--- src/rtl/k_vector_loader_pkg.sv ---
// Shared types and geometry for the K-vector loader.
// No logic; constants and types only.
// Backpressure: n/a.
`ifndef MAX_SEQ_LENGTH
`define MAX_SEQ_LENGTH 16
`endif

package k_vector_loader_pkg;
    localparam int MAX_SEQ_LENGTH = `MAX_SEQ_LENGTH;
    localparam int HEAD_DIM       = 64;
    localparam int BEAT_BYTES     = 8;
    localparam int BEATS_PER_ROW  = HEAD_DIM / BEAT_BYTES;
    localparam int BEAT_W         = 8 * BEAT_BYTES;

    // Element i of a row is byte i in memory; element 0 sits in the low bits.
    typedef logic [HEAD_DIM-1:0][7:0] K_VECTOR_T;

    typedef enum logic [1:0] {
        ST_IDLE  = 2'd0,
        ST_FETCH = 2'd1,
        ST_DONE  = 2'd2
    } loader_state_t;
endpackage

--- src/rtl/k_vector_loader_assembler.sv ---
// Collects BEATS_PER_ROW response beats into one K row and flags it full.
// Latency: asm_full rises the cycle after the final beat.
// Backpressure: none on beats; row stays full until consume.
module k_beat_assembler
    import k_vector_loader_pkg::*;
(
    input  logic              clk,
    input  logic              rst,
    input  logic              clear,
    input  logic              beat_vld,
    input  logic [BEAT_W-1:0] beat_dat,
    input  logic              consume,
    output logic              asm_full,
    output K_VECTOR_T         asm_data
);
    localparam int CNT_W = $clog2(BEATS_PER_ROW);

    logic [CNT_W-1:0]                       beat_cnt;
    logic [BEATS_PER_ROW-1:0][BEAT_W-1:0]   beat_buf;

    always_ff @(posedge clk or negedge rst) begin
        if (!rst) begin
            beat_cnt <= '0;
            beat_buf <= '0;
            asm_full <= 1'b0;
        end else if (clear) begin
            beat_cnt <= '0;
            asm_full <= 1'b0;
        end else begin
            if (consume)
                asm_full <= 1'b0;
            if (beat_vld) begin
                beat_buf[beat_cnt] <= beat_dat;
                if (beat_cnt == CNT_W'(BEATS_PER_ROW - 1)) begin
                    beat_cnt <= '0;
                    asm_full <= 1'b1;
                end else begin
                    beat_cnt <= beat_cnt + CNT_W'(1);
                end
            end
        end
    end

    assign asm_data = K_VECTOR_T'(beat_buf);
endmodule

--- src/rtl/k_vector_loader.sv ---
// Fetches num_rows K rows as 64-bit beats and pushes each assembled row into the K FIFO.
// Latency: last beat at t, write_enable at t+2; done the cycle after the last accepted write.
// Backpressure: sram_ready stalls hold; a full assembly buffer stops further requests.
module k_vector_loader
    import k_vector_loader_pkg::*;
#(
    parameter  int NUM_ROWS = MAX_SEQ_LENGTH,
    parameter  int ADDR_W   = 32,
    localparam int RW       = $clog2(NUM_ROWS) + 1
) (
    input  logic              clk,
    input  logic              rst,
    input  logic              start,
    input  logic [ADDR_W-1:0] base_addr,
    input  logic [RW-1:0]     num_rows,
    output logic              busy,
    output logic              done,
    output logic              mem_req_valid,
    output logic [ADDR_W-1:0] mem_req_addr,
    input  logic              mem_req_ready,
    input  logic              mem_resp_valid,
    input  logic [BEAT_W-1:0] mem_resp_data,
    output logic              write_enable,
    output K_VECTOR_T         write_data,
    input  logic              sram_ready
);
    localparam int BW = $clog2(BEATS_PER_ROW) + 1;

    loader_state_t     state_q, state_d;
    logic [ADDR_W-1:0] base_q;
    logic [RW-1:0]     rows_q;
    logic [RW-1:0]     row_req_q;
    logic [BW-1:0]     beat_req_q;
    logic [RW-1:0]     rows_wr_q;
    logic              hold_vld_q;
    K_VECTOR_T         hold_q;

    logic              asm_full;
    K_VECTOR_T         asm_data;
    logic              req_fire, wr_fire, move;
    logic [RW-1:0]     rows_clamped;
    logic [ADDR_W-1:0] req_addr;

    assign rows_clamped = (num_rows > RW'(NUM_ROWS)) ? RW'(NUM_ROWS) : num_rows;

    // Only one row is requested at a time, so outstanding beats never exceed one row.
    assign mem_req_valid = (state_q == ST_FETCH) && (row_req_q < rows_q) && !asm_full
                           && (beat_req_q < BW'(BEATS_PER_ROW));
    assign req_addr      = base_q + ADDR_W'(row_req_q) * ADDR_W'(HEAD_DIM)
                                  + ADDR_W'(beat_req_q) * ADDR_W'(BEAT_BYTES);
    assign mem_req_addr  = mem_req_valid ? req_addr : '0;

    assign req_fire     = mem_req_valid && mem_req_ready;
    assign wr_fire      = hold_vld_q && sram_ready;
    assign move         = asm_full && (!hold_vld_q || sram_ready);

    assign busy         = (state_q == ST_FETCH);
    assign done         = (state_q == ST_DONE);
    assign write_enable = hold_vld_q;
    assign write_data   = hold_q;

    k_beat_assembler u_asm (
        .clk      (clk),
        .rst      (rst),
        .clear    (state_q != ST_FETCH),
        .beat_vld (mem_resp_valid && (state_q == ST_FETCH)),
        .beat_dat (mem_resp_data),
        .consume  (move),
        .asm_full (asm_full),
        .asm_data (asm_data)
    );

    always_comb begin
        state_d = state_q;
        case (state_q)
            ST_IDLE:  if (start) state_d = (num_rows == '0) ? ST_DONE : ST_FETCH;
            ST_FETCH: if (wr_fire && (rows_wr_q + RW'(1) == rows_q)) state_d = ST_DONE;
            ST_DONE:  state_d = ST_IDLE;
            default:  state_d = ST_IDLE;
        endcase
    end

    always_ff @(posedge clk or negedge rst) begin
        if (!rst) begin
            state_q    <= ST_IDLE;
            base_q     <= '0;
            rows_q     <= '0;
            row_req_q  <= '0;
            beat_req_q <= '0;
            rows_wr_q  <= '0;
            hold_vld_q <= 1'b0;
            hold_q     <= '0;
        end else begin
            state_q <= state_d;
            if (state_q == ST_IDLE && start) begin
                base_q     <= base_addr;
                rows_q     <= rows_clamped;
                row_req_q  <= '0;
                beat_req_q <= '0;
                rows_wr_q  <= '0;
                hold_vld_q <= 1'b0;
            end else if (state_q == ST_FETCH) begin
                // move and req_fire are exclusive: requests need an empty assembly buffer.
                if (move) begin
                    row_req_q  <= row_req_q + RW'(1);
                    beat_req_q <= '0;
                end else if (req_fire) begin
                    beat_req_q <= beat_req_q + BW'(1);
                end
                if (move) begin
                    hold_q     <= asm_data;
                    hold_vld_q <= 1'b1;
                end else if (wr_fire) begin
                    hold_vld_q <= 1'b0;
                end
                if (wr_fire)
                    rows_wr_q <= rows_wr_q + RW'(1);
            end
        end
    end
endmodule
--- config.mk ---
export PLATFORM = sky130hd
export DESIGN_NAME = k_vector_loader
export DESIGN_NICKNAME = d
export VERILOG_FILES = /design/src/rtl/k_vector_loader_pkg.sv /design/src/rtl/k_vector_loader_assembler.sv /design/src/rtl/k_vector_loader.sv
export SDC_FILE = /design/constraint.sdc
export NUM_CORES = 2
export LEC_CHECK = 0
export BUFFER_PORTS_ARGS = -buffer_cell sky130_fd_sc_hd__buf_2
export CAP_MARGIN = 20
export CORE_ASPECT_RATIO = 0.7
export CORE_MARGIN = 2
export CORE_UTILIZATION = 40
export CTS_CLUSTER_SIZE = 14
export DETAILED_ROUTE_END_ITERATION = 10
export MAX_ROUTING_LAYER = met4
export PLACE_DENSITY = 0.59
export REMOVE_ABC_BUFFERS = 1
export SYNTH_ARGS = -nofsm -noshare
export SYNTH_HDL_FRONTEND = slang
export SYNTH_SLANG_ARGS = --single-unit
--- constraint.sdc ---
create_clock -name clk -period 4 [get_ports clk]
set_input_delay 0.8 -clock clk [delete_from_list [all_inputs] [get_ports clk]]
set_output_delay 0.8 -clock clk [all_outputs]
set_load 0.05 [all_outputs]
== Yosys cells after proc, flatten, opt, wreduce, memory -nomap -nowiden ==
Cells that the tools add are included.

* Add/subtract/negate cells: 6
* Equality and inequality tests: 7
* Bitwise gates (word level): 2
* Reductions and logical operators: 28
* Mux-type cells: 30
* Order comparisons: 5

{| class="wikitable"
|+ Operators by type and width
! kind !! number
|-
| $bwmux 512 || 1
|-
| $demux 64 s3 || 1
|-
| $mux 64 || 1
|-
| $mux 5 || 7
|-
| $add 32x11->32 || 1
|-
| $add 32x7->32 || 1
|-
| $mux 32 || 1
|-
| $mux 4 || 4
|-
| $reduce_and 2->1 || 6
|-
| $add 5x1->5 const B || 2
|-
| $logic_and 1x1->1 || 10
|-
| $mux 3 || 3
|-
| $mux 1 || 8
|-
| $reduce_bool 2->1 || 4
|-
| $mux 2 || 3
|-
| $reduce_bool 3->1 || 2
|-
| $eq 5x5->1 || 1
|-
| $gt 5x5->1 const B || 1
|-
| $logic_not 5->1 || 1
|-
| $lt 5x5->1 || 1
|-
| $add 4x1->4 const B || 1
|-
| $lt 3x4->1 const B || 1
|-
| $lt 4x4->1 const B || 1
|-
| $ne 2x1->1 const B || 2
|-
| 12 further kinds || 14
|}

* Output and inout port bits: 548
* Bits of input ports: 107
* Register bits: 1,082

== Longest topological paths before layout ==
* Depth after elaboration: 9
* Mapped depth: 10
* Mapped depth without buffers: 10

== By module ==
From an unflattened synthesis, not the netlist that was laid out.

* Cells, all modules: 3,678
* Area, all modules: 42,582.1 µm²

{| class="wikitable"
|+ By module, submodules not included
! module !! sequential area each (µm²) !! area each (µm²) !! cells an instance !! instances
|-
| k_vector_loader || 14,163.6 || 22,544.1 || 2,571 || 1
|-
| k_beat_assembler || 12,912.4 || 20,038.0 || 1,107 || 1
|}

== Least setup slack after synthesis ==
Ideal clock, no wire load.

* Path kind: register to output
* Start: register row_req_q[0]
* End: output mem_req_addr[24]
* Arrival time: 3.099 ns
* Buffers on the path: 0
* Stages on the path, launching flop included: 11
* Slack: 0.101 ns
* Path through: dfrtp_1 inv_1 fa_1 inv_1 ha_1 a211oi_1 or3b_4 a211oi_2 nand3_1 xor2_1 nor2_1

* Cells in the longest elaborated chain, start to end: 5
* Elaborated cells on any way between the ends: 7
* Those cells by class: add/sub (2); order compare (1); mux (1); reduce/logical (3)

{| class="wikitable"
|+ Ends and longest elaborated chain
! what !! RTL line !! source
|-
| start, declared || k_vector_loader.sv:32 || <nowiki>logic [RW-1:0] row_req_q;</nowiki>
|-
| start signal, assigned || k_vector_loader.sv:105 || <nowiki>row_req_q <= row_req_q + RW'(1);</nowiki>
|-
| parallel branches: the longest is 4 deep, another holds $add 32x11->32 || - ||
|-
| $mux 32 * || k_vector_loader.sv:51 || <nowiki>assign mem_req_addr = mem_req_valid ? req_addr : '0;</nowiki>
|-
| end, declared || k_vector_loader.sv:19 || <nowiki>output logic [ADDR_W-1:0] mem_req_addr,</nowiki>
|}

Every way passes the cells marked *.

== Worst setup path in the final report ==
* Start: register row_req_q[3]
* End: output mem_req_addr[20]

The elaborated chain is that of the path after synthesis.

==> impl_metrics.toml <==
[clock_tree]
clockBufferDepth = 3
hold_buffers = 0
ctsRootBufferMaster = "clkbuf_16"
clkSinkCount = 1082
htree_num_levels = 3
tritoncts = "built"
path_clk_slew_ps = 60
numCtsBuffers = 104
insertion_delay_ps = 710

[setup_path]
path_buf_inv = 3
crit_arrival_ps = 3360
worst-setup-path-type = "reg2out"
crit_chain = "ha_1, ha_1, a21o_1, a211oi_1, a211oi_2, buf_4, buf_4, xnor2_1, nor2_1, buf_6"
slowest_stage = "a211oi_1"
crit_family = "compound AO/OA/AOI/OAI gates"
critPathRequiredTime_ps = 3200
start_kind = "flop"
critical_path.max_stage_delay_ps = 470
cp-end-kind = "output port"
critical_path.max_fanout = 6

[floorplanning]
start_util_pct = 40.2
pin_count = 655
fp.dieW_um = 390
fp-row-count = 99
die-area_mm2 = 0.107
die_height_um = 274
core-area_mm2 = 0.104

[flow_run]
drv_cap = 0

[yosys]
yosys-top-cells-area = "dfrtp_1 65%, nand2_1 15%, mux2_2 13%"
synth.avg_cell_area_um2 = 11.4
yosysSeqAreaShare_pct = 64.8
yosysWarnings = 0
synth_seq_cells = 1082
netlist_instances = 3679
synth_top_area_share_pct = 64.8
yosys_most_used_dff = "dfrtp_1"
synth_edf_count = 0
synth_area_mm2 = 0.0418
yosysTopAreaCell = "dfrtp_1"
async_flop_share_pct = 100
synthDistinctLibCells = 56

[route]
drt-total-wl_um = 110000
wl_per_cell_um = 19.0
num_vias = 28211
first_pass_iters = 5
vias_per_cell = 4.87
drc = 0
ant_nets = 0
drtIter0Drc = 1514

[sta]
slew_viol_final = 0
finalClockSkew_ps = 50.2
fin_crit_sh_pct = 104
tightest_slew_ps = 872
layout_setup_ws_ps = -162
rsz0062_at_grt = "yes"
setup_violations = 10
fin_crit_ps = 4160
fmax_ghz = 0.240
max_slew_margin_pct = 41.9
holdWs_ps = 66.2
hold_viol = 0

[status]
status = "complete, but fails checks"
failed_checks = "negative setup slack"

[power]
p_leak_nw = 26.9
ir_worst_vdd_mv = 0.558
power_density_mw_per_mm2 = 901

[global_routing]
track_usage_pct = 21.1
grt_pass1_wl_um = 170000
gr-total-overflow = 0
grt_start_max_net_pins = 122
antenna_found_initial = 4
grt_pass1_vias = 27889

[placement]
io_buffers = 654
postPlaceCellArea_mm2 = 0.0467
place_inst = 5590
dp_hpwl_um = 69300
gp_congestion = 0.847
place_ws_ps = 359

[hold_path]
hp-class = "in2async"

[final_layout]
drive_gt1_share_pct = 32.0
final_cell_mix = "1659 x nand2_1, 1082 x dfrtp_1, 633 x buf_2"
stdcell_count = 5793
nets = 4478
syn_to_final_growth_pct = 20.8
post-route-util_pct = 48.6
layout_commonest_cell = "nand2_1"
final_area_mm2 = 0.0505
==> flip-flops by register name (all words and copies together), names as in the netlist <==
| signal | count |
|---|---|
| u_asm.asm_data | 512 |
| u_asm.asm_full | 1 |
| rows_wr_q | 5 |
| base_q | 32 |
| row_req_q | 5 |
| write_enable | 1 |
| u_asm.beat_cnt | 3 |
| write_data | 512 |
| state_q | 2 |
| rows_q | 5 |
| beat_req_q | 4 |
==> where the power goes <==
| part | switching, mW | internal [mW] |
|---|---|---|
| registers | 2.75 | 15.5 |
| logic | 12.1 | 5.25 |
| clock network | 4.31 | 5.55 |
==> per-layer routing <==
layer	wire length [µm]	track usage [%]	vias up
met2	49400	30.6	636
met3	5990	4.23	166
met5	0	-	-
li1	-	-	13142
met4	2570	5.55	0
met1	52300	30.3	14267
==> cells by family after synthesis <==
group	synth area share, %
AO/OA/AOI/OAI	0.818
XOR/XNOR	0.692
multiplexers	13.9
buffers and inverters	2.53
adder cells (fa/ha/maj)	0.815
flip-flops	64.8
AND/OR/NAND/NOR	16.4
==> final cells by class <==
type | count | area, µm²
flip-flops and latches | 1082 | 27100
clock buffers | 157 | 3010
clock inverters | 30 | 410
inverters | 15 | 58.8
repair buffers | 740 | 4380
multi-input cells | 2402 | 13800
fillers | 9529 | 53500
diodes | 4 | 10.0
well taps | 1363 | 1710
==> worst register-to-register path, cell delays in order (launching register included) <==
cell and delay [ps]:
dfrtp_1 420, nand2b_1 200, buf_4 200, inv_4 130, nand2_1 80, nor2_2 190
and3_4 650, buf_12 330, mux2_2 360
==> path summary, 6_finish.rpt <==
path	start	end	slack (ps)	cells past startpoint
hold / removal	rst	write_data[476]	70	1
hold reg to reg	u_asm.asm_data[142]	write_data[142]	430	2
max in group asynchronous	rst	u_asm.asm_data[354]	2870	3
min in group clk	base_addr[25]	base_q[25]	300	3
setup / recovery	row_req_q[3]	mem_req_addr[20]	-160	10
setup reg to reg	state_q[1]	u_asm.asm_data[428]	1320	8
==> cells in the mapped netlist, drive strengths merged, types with 2 or more instances <==
cell type,n
inv,14
mux2,512
nor3b,2
nand3b,8
nor2,48
xnor2,13
nand3,18
and2,8
mux2i,5
fa,2
a31oi,2
a22o,2
dfrtp,1082
ha,24
nand2b,3
and3,3
o21a,3
o21ai,21
a21o,4
buf,108
clkbuf,72
or3,2
xor2,20
nand2,1661
nand4,6
nor3,7
a211oi,5
a21oi,9
nor4,2
==> repair_timing <==
action / in CTS / in global routing
endpoints found under the setup margin: 21 / 21
setup buffers: 9 / 3
pin swaps: 12 / 10
hold endpoints to repair: 0 / 0
gates resized for setup: 47 / 26
==> per-stage QoR <==
stage	power, mW	TNS [ps]
5_1_grt	47.9	-3720
2_1_floorplan	30.9	-7072540
3_5_place_dp	35.6	0
3_3_place_gp	35.2	0
4_1_cts	45.8	-1730
6_report	45.5	-879
Note: power is estimated with default switching activity, not from simulation.
